`src/rtl/tx.sv`:
```
// tx -- serial transmitter for the single-bit tx_valid/tx_data link.
//
// Parallel bytes are queued in a small input FIFO. Each byte is sent
// LSB-first, one bit per clock, followed by GAP_CYCLES idle cycles. After
// FRAME_BYTES bytes the block waits for rx_finish (done) or gives up after
// FIN_TIMEOUT cycles (err), then starts the next frame.
//
// Ports:
//   clk, rst            clock, synchronous active-high reset
//   in_valid/in_data    producer byte offer
//   in_ready            FIFO not full (combinational, low during reset)
//   rx_ready            receiver can take a new byte (sampled at byte start)
//   rx_finish           receiver completed the frame
//   tx_valid/tx_data    serial link, tx_data forced 0 when not valid
//   busy                frame in progress
//   byte_cnt            bytes completed in the current frame
//   done/err            one-cycle frame completion / timeout pulses
module tx #(
    parameter int DATA_W      = 8,
    parameter int FRAME_BYTES = 4,
    parameter int FIFO_DEPTH  = 4,
    parameter int GAP_CYCLES  = 2,
    parameter int FIN_TIMEOUT = 64
) (
    input  logic                             clk,
    input  logic                             rst,
    input  logic                             in_valid,
    input  logic [DATA_W-1:0]                in_data,
    output logic                             in_ready,
    input  logic                             rx_ready,
    input  logic                             rx_finish,
    output logic                             tx_valid,
    output logic                             tx_data,
    output logic                             busy,
    output logic [$clog2(FRAME_BYTES+1)-1:0] byte_cnt,
    output logic                             done,
    output logic                             err
);
    localparam int CNT_W = $clog2(FRAME_BYTES + 1);
    localparam int AW    = $clog2(FIFO_DEPTH);
    localparam int BIT_W = $clog2(DATA_W);
    localparam int GAP_W = (GAP_CYCLES > 1) ? $clog2(GAP_CYCLES) : 1;
    localparam int TMO_W = (FIN_TIMEOUT > 1) ? $clog2(FIN_TIMEOUT) : 1;

    localparam logic [AW:0]       DEPTH_C    = FIFO_DEPTH[AW:0];
    localparam logic [CNT_W-1:0]  FRAME_C    = CNT_W'(FRAME_BYTES);
    localparam logic [BIT_W-1:0]  LAST_BIT_C = BIT_W'(DATA_W - 1);
    localparam logic [GAP_W-1:0]  LAST_GAP_C = GAP_W'(GAP_CYCLES - 1);
    localparam logic [TMO_W-1:0]  LAST_TMO_C = TMO_W'(FIN_TIMEOUT - 1);

    typedef enum logic [1:0] {
        ST_IDLE     = 2'd0,
        ST_SHIFT    = 2'd1,
        ST_GAP      = 2'd2,
        ST_WAIT_FIN = 2'd3
    } state_t;

    // FIFO
    logic [DATA_W-1:0] mem_r [FIFO_DEPTH];
    logic [AW-1:0]     wr_ptr_r;
    logic [AW-1:0]     rd_ptr_r;
    logic [AW:0]       fifo_cnt_r;
    logic              full_s;
    logic              empty_s;
    logic              push_s;
    logic              pop_s;
    logic [DATA_W-1:0] head_s;

    // FSM and datapath
    state_t            state_r, state_s;
    logic [DATA_W-1:0] shreg_r, shreg_s;
    logic [BIT_W-1:0]  bit_idx_r, bit_idx_s;
    logic [GAP_W-1:0]  gap_cnt_r, gap_cnt_s;
    logic [TMO_W-1:0]  tmo_cnt_r, tmo_cnt_s;
    logic [CNT_W-1:0]  byte_cnt_r, byte_cnt_s;
    logic              tx_valid_r, tx_valid_s;
    logic              tx_data_r, tx_data_s;
    logic              done_r, done_s;
    logic              err_r, err_s;
    logic              busy_r, busy_s;
    logic              start_s;
    logic              launch_ok_s;

    assign full_s   = (fifo_cnt_r == DEPTH_C);
    assign empty_s  = (fifo_cnt_r == {(AW + 1){1'b0}});
    assign in_ready = !full_s && !rst;
    assign push_s   = in_valid && in_ready;
    assign head_s   = mem_r[rd_ptr_r];

    // A new byte may start only from an idle link decision point.
    assign launch_ok_s = !empty_s && rx_ready && (byte_cnt_r < FRAME_C);

    // FIFO storage, pointers and occupancy
    always_ff @(posedge clk) begin
        if (rst) begin
            for (int i = 0; i < FIFO_DEPTH; i++) begin
                mem_r[i] <= {DATA_W{1'b0}};
            end
            wr_ptr_r   <= {AW{1'b0}};
            rd_ptr_r   <= {AW{1'b0}};
            fifo_cnt_r <= {(AW + 1){1'b0}};
        end else begin
            if (push_s) begin
                mem_r[wr_ptr_r] <= in_data;
                wr_ptr_r        <= wr_ptr_r + {{(AW - 1){1'b0}}, 1'b1};
            end
            if (pop_s) begin
                rd_ptr_r <= rd_ptr_r + {{(AW - 1){1'b0}}, 1'b1};
            end
            case ({push_s, pop_s})
                2'b10:   fifo_cnt_r <= fifo_cnt_r + {{AW{1'b0}}, 1'b1};
                2'b01:   fifo_cnt_r <= fifo_cnt_r - {{AW{1'b0}}, 1'b1};
                default: fifo_cnt_r <= fifo_cnt_r;
            endcase
        end
    end

    // Next-state and next-output logic; registered outputs reflect the next cycle
    always_comb begin
        state_s    = state_r;
        shreg_s    = shreg_r;
        bit_idx_s  = bit_idx_r;
        gap_cnt_s  = gap_cnt_r;
        tmo_cnt_s  = tmo_cnt_r;
        byte_cnt_s = byte_cnt_r;
        tx_valid_s = 1'b0;
        tx_data_s  = 1'b0;
        done_s     = 1'b0;
        err_s      = 1'b0;
        start_s    = 1'b0;
        pop_s      = 1'b0;

        case (state_r)
            ST_IDLE: begin
                if (launch_ok_s) begin
                    start_s = 1'b1;
                end else begin
                    state_s = ST_IDLE;
                end
            end
            ST_SHIFT: begin
                if (bit_idx_r == LAST_BIT_C) begin
                    byte_cnt_s = byte_cnt_r + {{(CNT_W - 1){1'b0}}, 1'b1};
                    if (byte_cnt_s == FRAME_C) begin
                        state_s   = ST_WAIT_FIN;
                        tmo_cnt_s = {TMO_W{1'b0}};
                    end else if (GAP_CYCLES > 0) begin
                        state_s   = ST_GAP;
                        gap_cnt_s = {GAP_W{1'b0}};
                    end else if (!empty_s && rx_ready) begin
                        // No gap: chain straight into the next byte.
                        start_s = 1'b1;
                    end else begin
                        state_s = ST_IDLE;
                    end
                end else begin
                    bit_idx_s  = bit_idx_r + {{(BIT_W - 1){1'b0}}, 1'b1};
                    tx_valid_s = 1'b1;
                    tx_data_s  = shreg_r[0];
                    shreg_s    = {1'b0, shreg_r[DATA_W-1:1]};
                end
            end
            ST_GAP: begin
                // The last gap edge doubles as the idle decision point so
                // the byte period is exactly DATA_W + GAP_CYCLES.
                if (gap_cnt_r == LAST_GAP_C) begin
                    if (launch_ok_s) begin
                        start_s = 1'b1;
                    end else begin
                        state_s = ST_IDLE;
                    end
                end else begin
                    gap_cnt_s = gap_cnt_r + {{(GAP_W - 1){1'b0}}, 1'b1};
                end
            end
            ST_WAIT_FIN: begin
                if (rx_finish) begin
                    done_s     = 1'b1;
                    byte_cnt_s = {CNT_W{1'b0}};
                    state_s    = ST_IDLE;
                end else if (tmo_cnt_r == LAST_TMO_C) begin
                    err_s      = 1'b1;
                    byte_cnt_s = {CNT_W{1'b0}};
                    state_s    = ST_IDLE;
                end else begin
                    tmo_cnt_s = tmo_cnt_r + {{(TMO_W - 1){1'b0}}, 1'b1};
                end
            end
            default: begin
                state_s = ST_IDLE;
            end
        endcase

        // Byte launch: pop the head and put bit 0 on the link next cycle.
        if (start_s) begin
            pop_s      = 1'b1;
            state_s    = ST_SHIFT;
            bit_idx_s  = {BIT_W{1'b0}};
            tx_valid_s = 1'b1;
            tx_data_s  = head_s[0];
            shreg_s    = {1'b0, head_s[DATA_W-1:1]};
        end else begin
            pop_s = 1'b0;
        end

        busy_s = (byte_cnt_s != {CNT_W{1'b0}}) || (state_s != ST_IDLE);
    end

    // FSM state, datapath and registered outputs
    always_ff @(posedge clk) begin
        if (rst) begin
            state_r    <= ST_IDLE;
            shreg_r    <= {DATA_W{1'b0}};
            bit_idx_r  <= {BIT_W{1'b0}};
            gap_cnt_r  <= {GAP_W{1'b0}};
            tmo_cnt_r  <= {TMO_W{1'b0}};
            byte_cnt_r <= {CNT_W{1'b0}};
            tx_valid_r <= 1'b0;
            tx_data_r  <= 1'b0;
            done_r     <= 1'b0;
            err_r      <= 1'b0;
            busy_r     <= 1'b0;
        end else begin
            state_r    <= state_s;
            shreg_r    <= shreg_s;
            bit_idx_r  <= bit_idx_s;
            gap_cnt_r  <= gap_cnt_s;
            tmo_cnt_r  <= tmo_cnt_s;
            byte_cnt_r <= byte_cnt_s;
            tx_valid_r <= tx_valid_s;
            tx_data_r  <= tx_data_s;
            done_r     <= done_s;
            err_r      <= err_s;
            busy_r     <= busy_s;
        end
    end

    assign tx_valid = tx_valid_r;
    assign tx_data  = tx_data_r;
    assign busy     = busy_r;
    assign byte_cnt = byte_cnt_r;
    assign done     = done_r;
    assign err      = err_r;

endmodule

```
`config.mk`:
```
export PLATFORM = sky130hd
export DESIGN_NAME = tx
export DESIGN_NICKNAME = d
export VERILOG_FILES = /design/src/rtl/tx.sv
export SDC_FILE = /design/constraint.sdc
export NUM_CORES = 1
export LEC_CHECK = 0
export BUFFER_PORTS_ARGS = -buffer_cell sky130_fd_sc_hd__buf_2
export CORE_MARGIN = 2
export CORE_UTILIZATION = 60
export DETAILED_ROUTE_END_ITERATION = 12
export PLACE_DENSITY = 0.79
export SETUP_SLACK_MARGIN = 0.1
export SLEW_MARGIN = 15
export SYNTH_ARGS = -nofsm -noshare
export SYNTH_HDL_FRONTEND = slang
export SYNTH_SLANG_ARGS = --single-unit
```
`constraint.sdc`:
```
create_clock -name clk -period 7.1 [get_ports clk]
set_input_delay 0.355 -clock clk [delete_from_list [all_inputs] [get_ports clk]]
set_output_delay 0.355 -clock clk [all_outputs]
set_load 0.05 [all_outputs]
```
== Word-level counts from Yosys, hierarchy flattened ==
Memories as Yosys holds them, arrays and structs flattened. A register that Yosys moved wholly into a read port is not among the register bits.
Cells that the tools add are included.
Word-level totals
  latch bits: 0
  memory bits (read-only): 0
  memories kept: 1
  output and inout bits: 9
  bits in writable memories: 32
  bits in registers: 34
Memories
  mem_r: words 4, width 8, rd ports 1, clocked after memory_dff 1, write ports 4, line 59  | logic [DATA_W-1:0] mem_r [FIFO_DEPTH];
Operators by class
  mux-type cells: 47
  equal/unequal tests: 15
  divide/modulo/power cells: 0
  shift operators: 0
  multiply operators: 0
  bitwise logic cells: 2
  $lt $le $gt $ge: 1
  $add $sub $neg: 8
  reduce and logical (&&, ||, !) cells: 24
Operator list (number)
  $mux 6: 4
  $mux 1: 21
  $mux 7: 3
  $mux 2: 9
  $ne 2x2->1 const B: 6
  $pmux 3 s2: 2
  $pmux 6 s2: 1
  $reduce_bool 2->1: 5
  $add 3x1->3 const B: 3
  $eq 3x3->1 const B: 3
  $mux 3: 3
  $mux 8: 1
  $pmux 2 s4: 1
  $reduce_or 8->1: 1
  $add 6x1->6 const B: 1
  $eq 2x2->1 const B: 3
  $eq 6x6->1 const B: 1
  $reduce_and 5->1: 1
  $add 2x1->2 const B: 2
  $eq 2x1->1 const B: 2
  $logic_and 1x1->1: 4
  $pmux 1 s2: 2
  $reduce_and 2->1: 2
  $reduce_or 2->1: 2
  other kinds (11): 14

== Longest topological paths before layout ==
  depth after elaboration: 10
  depth in mapped cells: 12
  gate-level depth less buffers: 10

== Worst setup path before layout ==
No wires, ideal clock.
  path type: register to register
  start point: reg byte_cnt_r[2], in the netlist byte_cnt[2]
  end point: reg fifo_cnt_r[2]
  setup time: 0.070 ns
  arrival time: 2.520 ns
  cell stages (with the launch flop): 11
  setup slack: 4.510 ns
  required time: 7.030 ns
  cell sequence: dfxtp_1 nand2b_4 nor3_1 buf_4 buf_6 ha_1 inv_1 fa_1 xor2_1 or3_1 a21oi_1
Between the ends
  longest elaborated chain between the ends: 8
  elaborated cells between the ends (all ways): 10
  those cells by class: order compare (1); eq/ne (2); mux (5); reduce/logical (2)
Ends and longest elaborated chain
  from (decl): line 75  | logic [CNT_W-1:0] byte_cnt_r, byte_cnt_s;
  from (signal assigned): line 217  | byte_cnt_r <= {CNT_W{1'b0}};
  from (signal assigned): line 229  | byte_cnt_r <= byte_cnt_s;
  $lt 3x3->1 *: line 91  | assign launch_ok_s = !empty_s && rx_ready && (byte_cnt_r < FRAME_C);
  $logic_and 1x1->1 *: line 91
  $mux 1 *: line 135, 167
  $mux 1: line 166  | if (gap_cnt_r == LAST_GAP_C) begin
  $pmux 1 s2 *: line 133  | case (state_r)
  $mux 1 *: line 195  | if (start_s) begin
  $eq 2x1->1 / $eq 2x2->1 (equally long branches): line 110  | case ({push_s, pop_s})
  $pmux 3 s2 / $reduce_bool 2->1 (equally long branches)
  to (signal assigned): line 111  | 2'b10: fifo_cnt_r <= fifo_cnt_r + {{AW{1'b0}}, 1'b1};
  to (signal assigned): line 112  | 2'b01: fifo_cnt_r <= fifo_cnt_r - {{AW{1'b0}}, 1'b1};
  to (signal assigned): line 113  | default: fifo_cnt_r <= fifo_cnt_r;
  to (decl): line 62  | logic [AW:0] fifo_cnt_r;
Mark *: on every way between the ends. The rest lies on a longest branch, timed or not.
A chain may end at the register's enable or synchronous reset.

==> impl_metrics.env <==
export IMPL_chipWidth_um=77.4
export IMPL_synth_most_common_cell="dfxtp_1"
export IMPL_post_cts_buffers=0
export IMPL_gp_congestion=0.768
export IMPL_fill_cells=370
export IMPL_synthCells=286
export IMPL_routed_wl_um=5790
export IMPL_hold_slack_ns=0.212
export IMPL_dp_hpwl_um=4060
export IMPL_ys_warn_count=0
export IMPL_power_density_mw_per_mm2=324
export IMPL_area_growth_syn_to_layout_pct=12.4
export IMPL_netlist_area_mm2=0.00324
export IMPL_synth_edf_count=32
export IMPL_cp_end_kind="flop"
export IMPL_min_path_cells=2
export IMPL_p_leak_uw=0.00133
export IMPL_syn_nets=310
export IMPL_outcome="completed"
export IMPL_slew_headroom_pct=53.9
export IMPL_num_antenna_cells=0
export IMPL_ys_top_cells_by_count="36 x dfxtp_1, 34 x and2_1, 33 x nor2_1"
export IMPL_avgRoutedWirePerCell_um=15.3
export IMPL_ant_nets=0
export IMPL_seq_area_frac_synth_pct=52.0
export IMPL_die_area_mm2=0.00600
export IMPL_tightest_slew_ns=0.686
export IMPL_layout_drive_gt1_share_pct=18.4
export IMPL_root_buffer="clkbuf_8"
export IMPL_path_clk_slew_ns=0.08
export IMPL_start_util_pct=63.0
export IMPL_path_buf_inv=1
export IMPL_fin_crit_sh_pct=35.6
export IMPL_crit_type="flop to flop"
export IMPL_track_usage_pct=21.4
export IMPL_area_sequential_mm2=0.00168
export IMPL_first_iter_violations=112
export IMPL_grt_pass1_vias=2085
export IMPL_grt_ovfl_total=0
export IMPL_grt_max_degree=39
export IMPL_port_buffers=21
export IMPL_synth_area_per_cell_um2=11.3
export IMPL_period_minus_slack_ns=2.53
export IMPL_ir_worst_vdd_mv=0.229
export IMPL_final_setup_tns_ns=0
export IMPL_cts_made_buffers=9
export IMPL_finalSetupViolCount=0
export IMPL_pin_count=22
export IMPL_cts_tree="yes"
export IMPL_crit_fanout=12
export IMPL_fmax_mhz=396
export IMPL_async_reset_ff_share_pct=0
export IMPL_dp_cells=363
export IMPL_synthTopCellsByArea="edfxtp_1 30%, dfxtp_1 22%, and2_1 6.6%"
export IMPL_arrival_ns=2.57
export IMPL_critPathSlowestCell="a211oi_2"
export IMPL_grt_pass1_wl_um=9760
export IMPL_finalHoldViolCount=0
export IMPL_ys_flop_type="dfxtp_1"
export IMPL_stdcell_area_mm2=0.00364
export IMPL_hold_path_class="input pin to flop"
export IMPL_path_cells="nor2_1, a211oi_2, inv_1, nor3_1, or2_2"
export IMPL_p_total_uw=1180
export IMPL_cp_top_family="simple AND/OR/NAND/NOR gates"
export IMPL_die_h_um=77.4
export IMPL_cts_path_max_buffers=2
export IMPL_yosysTopAreaCell="edfxtp_1"
export IMPL_dr_pass1_iters=4
export IMPL_fin_cells=379
export IMPL_vias=2121
export IMPL_htree_levels=3
export IMPL_reg2reg_slack_ns=4.57
export IMPL_slowest_delay_ns=0.60
export IMPL_rsz0062_at_grt="no"
export IMPL_slew_viol_final=0
export IMPL_nNetsFinal=328
export IMPL_cts_repair_resized=0
export IMPL_yosys_area_top_type_share_pct=29.7
export IMPL_worstSetupStartpointType="flop"
export IMPL_cts_sinks=68
export IMPL_placed_cell_area_mm2=0.00336
export IMPL_row_count=26
export IMPL_multiInputGateArea_mm2=0.00144
export IMPL_vias_per_cell=5.60
export IMPL_cap_violations=0
export IMPL_cts_hold_buf=0
export IMPL_clock_latency_ns=0.35
export IMPL_post_route_drc_count=0
export IMPL_coreArea_mm2=0.00514
export IMPL_ys_ff_latch=68
export IMPL_required_ns=7.14
export IMPL_antenna_found_initial=0
export IMPL_crit_cells=5
export IMPL_ys_types=46
export IMPL_r2r_cells=5
export IMPL_skew_ns=0.00602
## sequential cells by signal, summed over array words and instances (netlist names), named ones only
register    flops
bit_idx_r       3
busy            1
byte_cnt        3
done            1
err             1
fifo_cnt_r      3
gap_cnt_r       1
mem_r          32
rd_ptr_r        2
shreg_r         7
state_r         2
tmo_cnt_r       6
tx_data         1
tx_valid        1
wr_ptr_r        2
## final timing paths
check | end | start
setup / recovery | mem_r[0][4] | fifo_cnt_r[0]
hold / removal | err | rx_finish
setup reg to reg | mem_r[0][4] | fifo_cnt_r[0]
hold reg to reg | gap_cnt_r | gap_cnt_r
## worst reg2reg max path: stages, from the launching register on
cell and delay, ns:
dfxtp_1 0.40, nor2_1 0.09, a211oi_2 0.60, inv_1 0.21, nor3_1 0.58, or2_2 0.35
## layer usage
metal  GRT usage (%)  routed length, um  vias to the layer above
met1            25.9               2650                     1005
met3            3.95                183                       15
met2            36.3               2830                       47
li1                -                  -                     1054
met4            11.8                120                        0
met5               0                  0                        -
## layout make-up
class | instances | area share, %
clock buffers | 9 | 3.41
clock inverters | 7 | 4.03
inverters | 11 | 1.14
multi-input cells | 192 | 39.7
flip-flops and latches | 68 | 46.2
well taps | 70 | 2.41
repair buffers | 22 | 3.10
## cells by family (layout without fill, tap and decap cells)
group                    Yosys count  count (layout)  share of synthesized area (%)
buffers and inverters             26              49                           3.75
adder cells (fa/ha/maj)           11              11                           4.49
flip-flops                        68              68                           52.0
AND/OR/NAND/NOR                  107             107                           17.2
multiplexers                      19              19                           8.97
AO/OA/AOI/OAI                     43              43                           10.2
XOR/XNOR                          12              12                           3.48
## cell usage in the layout (no fill, tap or decap), drive strengths merged, types with 2 or more instances in the layout
cell / n
dfxtp: 36
edfxtp: 32
nor3b: 3
nand2: 13
xnor2: 6
ha: 10
mux4: 8
mux2i: 11
nor3: 8
a31oi: 3
buf: 22
clkbuf: 9
a21oi: 10
inv: 13
nand3: 4
nor2: 33
and2: 36
nor4: 2
nand2b: 2
or2: 3
a211oi: 13
bufinv: 4
o21ai: 5
xor2: 6
## metrics by stage
| stage | utilization, % | worst slack (ns) |
|---|---|---|
| 3_5_place_dp | 65.4 | 3.98 |
| 2_1_floorplan | - | 4.51 |
| 6_report | 70.7 | 4.57 |
| 4_1_cts | 70.6 | 4.22 |
| 3_3_place_gp | 65.4 | 4.22 |
| 5_1_grt | 70.7 | 4.35 |
## where the power goes
part | internal (uW) | switching [uW] | total [uW]
Combinational | 109 | 135 | 243
Clock | 272 | 159 | 431
Sequential | 462 | 39.6 | 502
(Power assumes the default switching activity.)
